## config.mk

```make
export PLATFORM = sky130hd
export DESIGN_NAME = mandel_render_seq
export DESIGN_NICKNAME = d
export VERILOG_FILES = /design/src/rtl/mandel_pkg.sv /design/src/rtl/serial_cfg_rx.sv /design/src/rtl/mandel_render_seq.sv
export SDC_FILE = /design/constraint.sdc
export NUM_CORES = 1
export LEC_CHECK = 0
export ABC_AREA = 1
export CAP_MARGIN = 20
export CORE_MARGIN = 5
export CORE_UTILIZATION = 35
export CTS_BUF_LIST = sky130_fd_sc_hd__clkbuf_2 sky130_fd_sc_hd__clkbuf_4 sky130_fd_sc_hd__clkbuf_8
export DETAILED_ROUTE_END_ITERATION = 8
export DONT_BUFFER_PORTS = 1
export PLACE_DENSITY_LB_ADDON = 0.1
export REMOVE_ABC_BUFFERS = 1
export SKIP_CTS_REPAIR_TIMING = 1
export SLEW_MARGIN = 20
export SYNTH_ARGS = -nofsm -noshare
export SYNTH_HDL_FRONTEND = slang
export SYNTH_HIERARCHICAL = 1
export SYNTH_SLANG_ARGS = --single-unit
```

## constraint.sdc

```tcl
create_clock -name clk -period 5.73 [get_ports clk]
set_clock_uncertainty 0.15 [all_clocks]
set_input_delay 1.146 -clock clk [delete_from_list [all_inputs] [get_ports clk]]
set_output_delay 1.146 -clock clk [all_outputs]
set_load 0.02 [all_outputs]
```

## src/rtl/mandel_pkg.sv

```systemverilog
// Shared types and helpers for the Mandelbrot render sequencer.
package mandel_pkg;

  typedef enum logic [1:0] {StIdle, StClear, StRun, StDrain} fsm_e;
  typedef enum logic [1:0] {SlotFree, SlotRunning, SlotHold} slot_e;

  localparam int unsigned DefWidth  = 400;
  localparam int unsigned DefHeight = 300;
  localparam int unsigned DefPixels = DefWidth * DefHeight;

  // Coordinate width; a single-entry dimension still needs one bit.
  function automatic int unsigned coord_w(input int unsigned n);
    return (n > 1) ? $clog2(n) : 1;
  endfunction

  function automatic int unsigned pix_count(input int unsigned w, input int unsigned h);
    return w * h;
  endfunction

endpackage

```

## src/rtl/serial_cfg_rx.sv

```systemverilog
// Synchronises the RP2040 serial pins, shifts the config word LSB first and
// flags a falling sen edge as a start request.
module serial_cfg_rx #(
  parameter int unsigned CFG_BITS    = 58,
  parameter int unsigned SYNC_STAGES = 2
) (
  input  logic                clk,
  input  logic                rst,
  input  logic                sen_in,
  input  logic                sclk_in,
  input  logic                sdata_in,
  output logic [CFG_BITS-1:0] cfg_out,
  output logic                start_req
);

  logic [SYNC_STAGES-1:0] sen_sync_q, sclk_sync_q, sdata_sync_q;
  logic                   sen_hist_q, sclk_hist_q;
  logic [CFG_BITS-1:0]    cfg_q, cfg_d;
  logic                   sen_s, sclk_s, sdata_s;

  assign sen_s   = sen_sync_q[SYNC_STAGES-1];
  assign sclk_s  = sclk_sync_q[SYNC_STAGES-1];
  assign sdata_s = sdata_sync_q[SYNC_STAGES-1];

  always_ff @(posedge clk or posedge rst) begin
    if (rst) begin
      sen_sync_q   <= '0;
      sclk_sync_q  <= '0;
      sdata_sync_q <= '0;
      sen_hist_q   <= 1'b0;
      sclk_hist_q  <= 1'b0;
      cfg_q        <= '0;
    end else begin
      sen_sync_q   <= {sen_sync_q[SYNC_STAGES-2:0], sen_in};
      sclk_sync_q  <= {sclk_sync_q[SYNC_STAGES-2:0], sclk_in};
      sdata_sync_q <= {sdata_sync_q[SYNC_STAGES-2:0], sdata_in};
      sen_hist_q   <= sen_s;
      sclk_hist_q  <= sclk_s;
      cfg_q        <= cfg_d;
    end
  end

  always_comb begin
    cfg_d = cfg_q;
    if (sen_s && sclk_s && !sclk_hist_q) begin
      cfg_d = {sdata_s, cfg_q[CFG_BITS-1:1]};
    end
  end

  assign cfg_out   = cfg_q;
  assign start_req = sen_hist_q & ~sen_s;

endmodule

```

## src/rtl/mandel_render_seq.sv

```systemverilog
// Frame sequencer: dispatches raster pixels round-robin to the engines and
// writes their results to the framebuffer strictly in pixel order.
module mandel_render_seq
  import mandel_pkg::*;
#(
  parameter int unsigned NUM_ENGINES = 2,
  parameter int unsigned CFG_BITS    = 58,
  parameter int unsigned WIDTH       = 400,
  parameter int unsigned HEIGHT      = 300,
  parameter int unsigned RESULT_W    = 4,
  parameter int unsigned SYNC_STAGES = 2,
  localparam int unsigned XW         = coord_w(WIDTH),
  localparam int unsigned YW         = coord_w(HEIGHT)
) (
  input  logic                            clk,
  input  logic                            rst,
  input  logic                            sen_in,
  input  logic                            sclk_in,
  input  logic                            sdata_in,
  output logic [CFG_BITS-1:0]             cfg_out,
  output logic [NUM_ENGINES-1:0]          eng_run,
  output logic [NUM_ENGINES*XW-1:0]       eng_x,
  output logic [NUM_ENGINES*YW-1:0]       eng_y,
  input  logic [NUM_ENGINES-1:0]          eng_running,
  input  logic [NUM_ENGINES*RESULT_W-1:0] eng_result,
  output logic                            fb_reset_ptr,
  output logic                            fb_write,
  output logic [RESULT_W-1:0]             fb_data,
  input  logic                            fb_wrote,
  output logic                            busy,
  output logic                            frame_done,
  output logic                            start_dropped
);

  localparam int unsigned NPix    = pix_count(WIDTH, HEIGHT);
  localparam int unsigned NLaunch = (NPix < NUM_ENGINES) ? NPix : NUM_ENGINES;
  localparam int unsigned CW      = $clog2(NPix + 1);
  localparam int unsigned PW      = coord_w(NUM_ENGINES);

  fsm_e                      state_q, state_d;
  slot_e                     slot_q [NUM_ENGINES];
  slot_e                     slot_d [NUM_ENGINES];
  logic [RESULT_W-1:0]       res_q [NUM_ENGINES];
  logic [RESULT_W-1:0]       res_d [NUM_ENGINES];
  logic [NUM_ENGINES-1:0]    run_hist_q, fall, hold_now;
  logic [PW-1:0]             wr_ptr_q, wr_ptr_d;
  logic [CW-1:0]             wr_cnt_q, wr_cnt_d, iss_cnt_q, iss_cnt_d;
  logic [XW-1:0]             iss_x_q, iss_x_d;
  logic [YW-1:0]             iss_y_q, iss_y_d;
  logic [NUM_ENGINES-1:0]    eng_run_q, eng_run_d;
  logic [NUM_ENGINES*XW-1:0] eng_x_q, eng_x_d;
  logic [NUM_ENGINES*YW-1:0] eng_y_q, eng_y_d;
  logic                      fb_write_q, fb_write_d;
  logic [RESULT_W-1:0]       fb_data_q, fb_data_d, wr_data;
  logic                      out_q, out_d, done_q, done_d, dropped_q, dropped_d;
  logic                      start_req, can_write;

  serial_cfg_rx #(
    .CFG_BITS    (CFG_BITS),
    .SYNC_STAGES (SYNC_STAGES)
  ) u_rx (
    .clk       (clk),
    .rst       (rst),
    .sen_in    (sen_in),
    .sclk_in   (sclk_in),
    .sdata_in  (sdata_in),
    .cfg_out   (cfg_out),
    .start_req (start_req)
  );

  assign fall = run_hist_q & ~eng_running;

  // A slot whose engine is finishing this cycle counts as held, so its result
  // can be written on the very next cycle.
  for (genvar g = 0; g < NUM_ENGINES; g++) begin : g_slot
    assign hold_now[g] = (slot_q[g] == SlotHold) || ((slot_q[g] == SlotRunning) && fall[g]);
  end

  assign wr_data   = (slot_q[wr_ptr_q] == SlotHold) ? res_q[wr_ptr_q]
                                                    : eng_result[wr_ptr_q*RESULT_W +: RESULT_W];
  assign can_write = !fb_write_q && (!out_q || fb_wrote);

  always_comb begin
    state_d    = state_q;
    slot_d     = slot_q;
    res_d      = res_q;
    wr_ptr_d   = wr_ptr_q;
    wr_cnt_d   = wr_cnt_q;
    iss_cnt_d  = iss_cnt_q;
    iss_x_d    = iss_x_q;
    iss_y_d    = iss_y_q;
    eng_run_d  = '0;
    eng_x_d    = eng_x_q;
    eng_y_d    = eng_y_q;
    fb_write_d = 1'b0;
    fb_data_d  = fb_data_q;
    done_d     = 1'b0;
    dropped_d  = dropped_q;
    out_d      = fb_write_q ? 1'b1 : (fb_wrote ? 1'b0 : out_q);

    for (int i = 0; i < NUM_ENGINES; i++) begin
      if ((slot_q[i] == SlotRunning) && fall[i]) begin
        slot_d[i] = SlotHold;
        res_d[i]  = eng_result[i*RESULT_W +: RESULT_W];
      end
    end

    if (start_req) dropped_d = (state_q != StIdle);

    unique case (state_q)
      StIdle: if (start_req) state_d = StClear;
      StClear: begin
        wr_ptr_d  = '0;
        wr_cnt_d  = '0;
        iss_cnt_d = CW'(NLaunch);
        iss_x_d   = XW'(NLaunch % WIDTH);
        iss_y_d   = YW'(NLaunch / WIDTH);
        for (int i = 0; i < NUM_ENGINES; i++) begin
          if (i < int'(NLaunch)) begin
            eng_run_d[i]          = 1'b1;
            eng_x_d[i*XW +: XW]   = XW'(i % WIDTH);
            eng_y_d[i*YW +: YW]   = YW'(i / WIDTH);
            slot_d[i]             = SlotRunning;
          end
        end
        state_d = StRun;
      end
      StRun: begin
        if (hold_now[wr_ptr_q] && can_write) begin
          fb_write_d       = 1'b1;
          fb_data_d        = wr_data;
          wr_cnt_d         = wr_cnt_q + 1'b1;
          wr_ptr_d         = (wr_ptr_q == PW'(NUM_ENGINES - 1)) ? '0 : wr_ptr_q + 1'b1;
          slot_d[wr_ptr_q] = SlotFree;
          if (iss_cnt_q < CW'(NPix)) begin
            slot_d[wr_ptr_q]            = SlotRunning;
            eng_run_d[wr_ptr_q]         = 1'b1;
            eng_x_d[wr_ptr_q*XW +: XW]  = iss_x_q;
            eng_y_d[wr_ptr_q*YW +: YW]  = iss_y_q;
            iss_cnt_d                   = iss_cnt_q + 1'b1;
            if (iss_x_q == XW'(WIDTH - 1)) begin
              iss_x_d = '0;
              iss_y_d = iss_y_q + 1'b1;
            end else begin
              iss_x_d = iss_x_q + 1'b1;
            end
          end
        end
        if (wr_cnt_q == CW'(NPix)) state_d = StDrain;
      end
      StDrain: begin
        if (fb_wrote && !fb_write_q) begin
          state_d = StIdle;
          done_d  = 1'b1;
        end
      end
      default: state_d = StIdle;
    endcase
  end

  always_ff @(posedge clk or posedge rst) begin
    if (rst) begin
      state_q    <= StIdle;
      run_hist_q <= '0;
      wr_ptr_q   <= '0;
      wr_cnt_q   <= '0;
      iss_cnt_q  <= '0;
      iss_x_q    <= '0;
      iss_y_q    <= '0;
      eng_run_q  <= '0;
      eng_x_q    <= '0;
      eng_y_q    <= '0;
      fb_write_q <= 1'b0;
      fb_data_q  <= '0;
      out_q      <= 1'b0;
      done_q     <= 1'b0;
      dropped_q  <= 1'b0;
      for (int i = 0; i < NUM_ENGINES; i++) begin
        slot_q[i] <= SlotFree;
        res_q[i]  <= '0;
      end
    end else begin
      state_q    <= state_d;
      run_hist_q <= eng_running;
      wr_ptr_q   <= wr_ptr_d;
      wr_cnt_q   <= wr_cnt_d;
      iss_cnt_q  <= iss_cnt_d;
      iss_x_q    <= iss_x_d;
      iss_y_q    <= iss_y_d;
      eng_run_q  <= eng_run_d;
      eng_x_q    <= eng_x_d;
      eng_y_q    <= eng_y_d;
      fb_write_q <= fb_write_d;
      fb_data_q  <= fb_data_d;
      out_q      <= out_d;
      done_q     <= done_d;
      dropped_q  <= dropped_d;
      slot_q     <= slot_d;
      res_q      <= res_d;
    end
  end

  assign eng_run       = eng_run_q;
  assign eng_x         = eng_x_q;
  assign eng_y         = eng_y_q;
  assign fb_reset_ptr  = (state_q == StClear);
  assign fb_write      = fb_write_q;
  assign fb_data       = fb_data_q;
  assign busy          = (state_q != StIdle);
  assign frame_done    = done_q;
  assign start_dropped = dropped_q;

endmodule

```

==> impl_results.md <==
- Post-Syn Area per Cell: 8.26 um2
- Yosys warns: 6
- Leading area contributor after synthesis: dfrtp_1
- P&R area growth vs syn: 6.42%
- Residual DRC count: 0
- Final WL: 22.8 mm
- #FFs+latches synth: 181
- FP Rows: 58
- Min cycle time layout: 3.06 ns
- Vias per cell: 4.97
- TNS Setup: 0 ns
- # IOs: 121
- FF-to-FF Start: wr_ptr_q
- Max IR drop VDD: 232 uV
- Vias: 6863
- Data arrival, critical path: 3.26 ns
- Routability cong.: 0.787
- Top cells by count, synth: nand2_1 (387), dfrtp_1 (181), nand3_1 (97)
- Startpoint types: flop
- Total CTS buffers: 17
- Worst path slowest cell: a21oi_4
- Final HPWL DP: 14.9 mm
- Hold crit path type: flop to flop
- Gate Count Post-Synth: 1065
- MaxCap Viol Count: 0
- Final ANT Viol Nets: 0
- Number of cells on the worst hold path: 0
- Largest stage delay on the critical path: 0.74 ns
- Setup-failing EPs final: 0
- WS Path Type: flop to flop
- Critical path's top delay family: simple AND/OR/NAND/NOR gates
- Unique cell type count in the Yosys netlist: 35
- Leakage Power: 0.00461 uW
- Max-slew violation count: 0
- CTS sink cnt: 181
- Clk buf depth: 2
- CP Max Fanout: 31
- Slew @ Worst Pin: 0.902 ns
- Seq/Total Area, Yosys: 0.515
- Required @ worst endpoint: 5.93 ns
- Die height: 169 um
- Post-synth EDFFs: 0
- Starting density of the core: 0.352
- Hold_sp: u_rx/sdata_sync_q[0]
- Dpl cells: 1348
- First-pass GRT wire length: 37.6 mm
- RR Endpoint: iss_cnt_q[5]
- Post-synthesis instance area: 8790 um2
- Die ar.: 28400 um2
- Initial antenna violation count: 0
- CTS clk-pin slew, worst paths: 0.10 ns
- Synth area leaders: dfrtp_1 (52%), nand2_1 (17%), nand3_1 (5.5%)
- Reg2reg setup slack: 2.67 ns
- Diodes inserted: 0
- Layout Utilization: 0.375
- NumNets Final: 1063
- Synth Flop Type: dfrtp_1
- Clk Latency, worst-skew pair: 0.47 ns
- First drt pass iteration count: 4
- Root Buffer: clkbuf_8
- Fmax: 0.327 GHz
- Core area: 25000 um2
- RSZ-0062 raised after global routing: false
- DR iter-0 viols: 512
- Synth top area share: 0.515
- Design Area, Final: 9360 um2
- Placed cell area: 8950 um2
- Pin count of the biggest net entering global routing: 73
- CTS tree: done
- Share of cells above drive strength 1: 0.0648
- CP Capture Type: flop
- IO buf count: 0
- Vias in the first global route: 6696
- Register-to-Register Path Depth: 9
- Fillers: 2601
- Worst hold path endpoint: u_rx/sdata_sync_q[1]
- Critical Path, Cell by Cell: inv_1 -> buf_4 -> nand3_1 -> nand3_4 -> nand2_4 -> a21oi_4 -> nand2_4 -> nand2_1 -> nand2_1
- Pwr Density: 388 nW/um2
- Die extent in x: 169 um
- Tcrit/Tclk final: 0.534
- Buffers and inverters on the worst path: 2
- H-tree levels: 4
- Async SR Flop Fraction: 1.00
- Fin. Hold Viols: 0
- GR Overflow Total: 0
- Post-route insts no fill: 1380
- Count leader, synth: nand2_1
- Slew HR: 0.398
- Status: finished, final reports clean
- Total track usage: 0.164
- WL/cell: 16.5 um
[placed cells by master (no fill, tap or decap), types with 3 or more instances in the layout]
cell,instances
a21oi_1,8
buf_4,12
clkbuf_8,17
clkinv_4,3
dfrtp_1,179
ha_1,9
inv_1,50
inv_6,5
nand2_1,387
nand2_4,4
nand3_1,97
nand3b_1,5
nand4_1,69
nor2_1,82
nor3_1,11
nor3b_1,3
o211ai_1,4
o21ai_0,40
xnor2_1,4
xor2_1,29
[routing by layer]
| metal | vias up | routed length, um | track usage |
|---|---|---|---|
| li1 | 3409 | - | - |
| met1 | 3311 | 10600 | 0.223 |
| met2 | 134 | 10300 | 0.252 |
| met3 | 9 | 1700 | 0.0591 |
| met4 | 0 | 172 | 0.0374 |
| met5 | - | 0 | 0 |
[worst reg2reg max path, delay by kind of cell, from the launching register on]
family	cells	cell delay (ns)
AO/OA/AOI/OAI	1	0.74
buffers and inverters	2	0.47
flip-flops	1	0.59
AND/OR/NAND/NOR	6	1.02
[state kept, by name, indices dropped and copies added (netlist names)]
name,count
eng_x,18
u_rx/sen_hist_q,1
fb_write,1
fb_data,4
u_rx/sclk_hist_q,1
iss_cnt_q,17
wr_ptr_q,1
slot_q,4
iss_y_q,9
wr_cnt_q,17
out_q,1
u_rx/sdata_sync_q,2
eng_y,18
u_rx/sen_sync_q,2
start_dropped,1
frame_done,1
state_q,2
u_rx/sclk_sync_q,2
run_hist_q,2
eng_run,2
u_rx/cfg_out,58
iss_x_q,9
res_q,8
[where the power goes]
| part | switching (uW) | total, uW | internal [uW] |
|---|---|---|---|
| Combinational | 859 | 1120 | 259 |
| Sequential | 207 | 1620 | 1410 |
| Clock | 526 | 895 | 369 |
| Total | 1590 | 3630 | 2040 |
[cell type report]
| class | instances | area, um2 | area share |
|---|---|---|---|
| Sequential cell | 181 | 4530 | 0.484 |
| Inverter | 55 | 216 | 0.0231 |
| Clock buffer | 18 | 241 | 0.0258 |
| Clock inverter | 14 | 161 | 0.0172 |
| Multi-Input combinational cell | 770 | 3700 | 0.396 |
| Timing Repair Buffer | 12 | 90.1 | 0.00963 |
| Tap cell | 330 | 413 | 0.0441 |
[cells by family after synthesis]
group,count (synthesis),share of synthesized area
compound gates,58,0.0374
xor+xnor,33,0.0329
fa+ha+maj,10,0.0142
buf+inv,114,0.0640
flops,181,0.515
simple gates,669,0.336
[metrics by stage]
step	hold WS (ns)	power (uW)	setup WS, ns
after floorplan	0.181	2360	1.39
after global placement	0.183	2800	2.46
after detailed placement	0.186	2790	2.40
after CTS	0.211	3710	2.57
after global routing	0.222	3910	2.37
final	0.207	3630	2.67
[worst max-delay path by stage]
stage                              start             to  slack, ns  cells past startpoint
after global placement    eng_running[1]  iss_cnt_q[16]       2.46                      8
final                           wr_ptr_q   iss_cnt_q[5]       2.67                      9
after CTS                       wr_ptr_q   iss_cnt_q[5]       2.57                      9
after floorplan                      rst     eng_run[0]       1.39                      1
after detailed placement        fb_wrote   iss_cnt_q[4]       2.40                      7
after global routing            wr_ptr_q     iss_x_q[8]       2.37                      9
(Power assumes the default switching activity.)
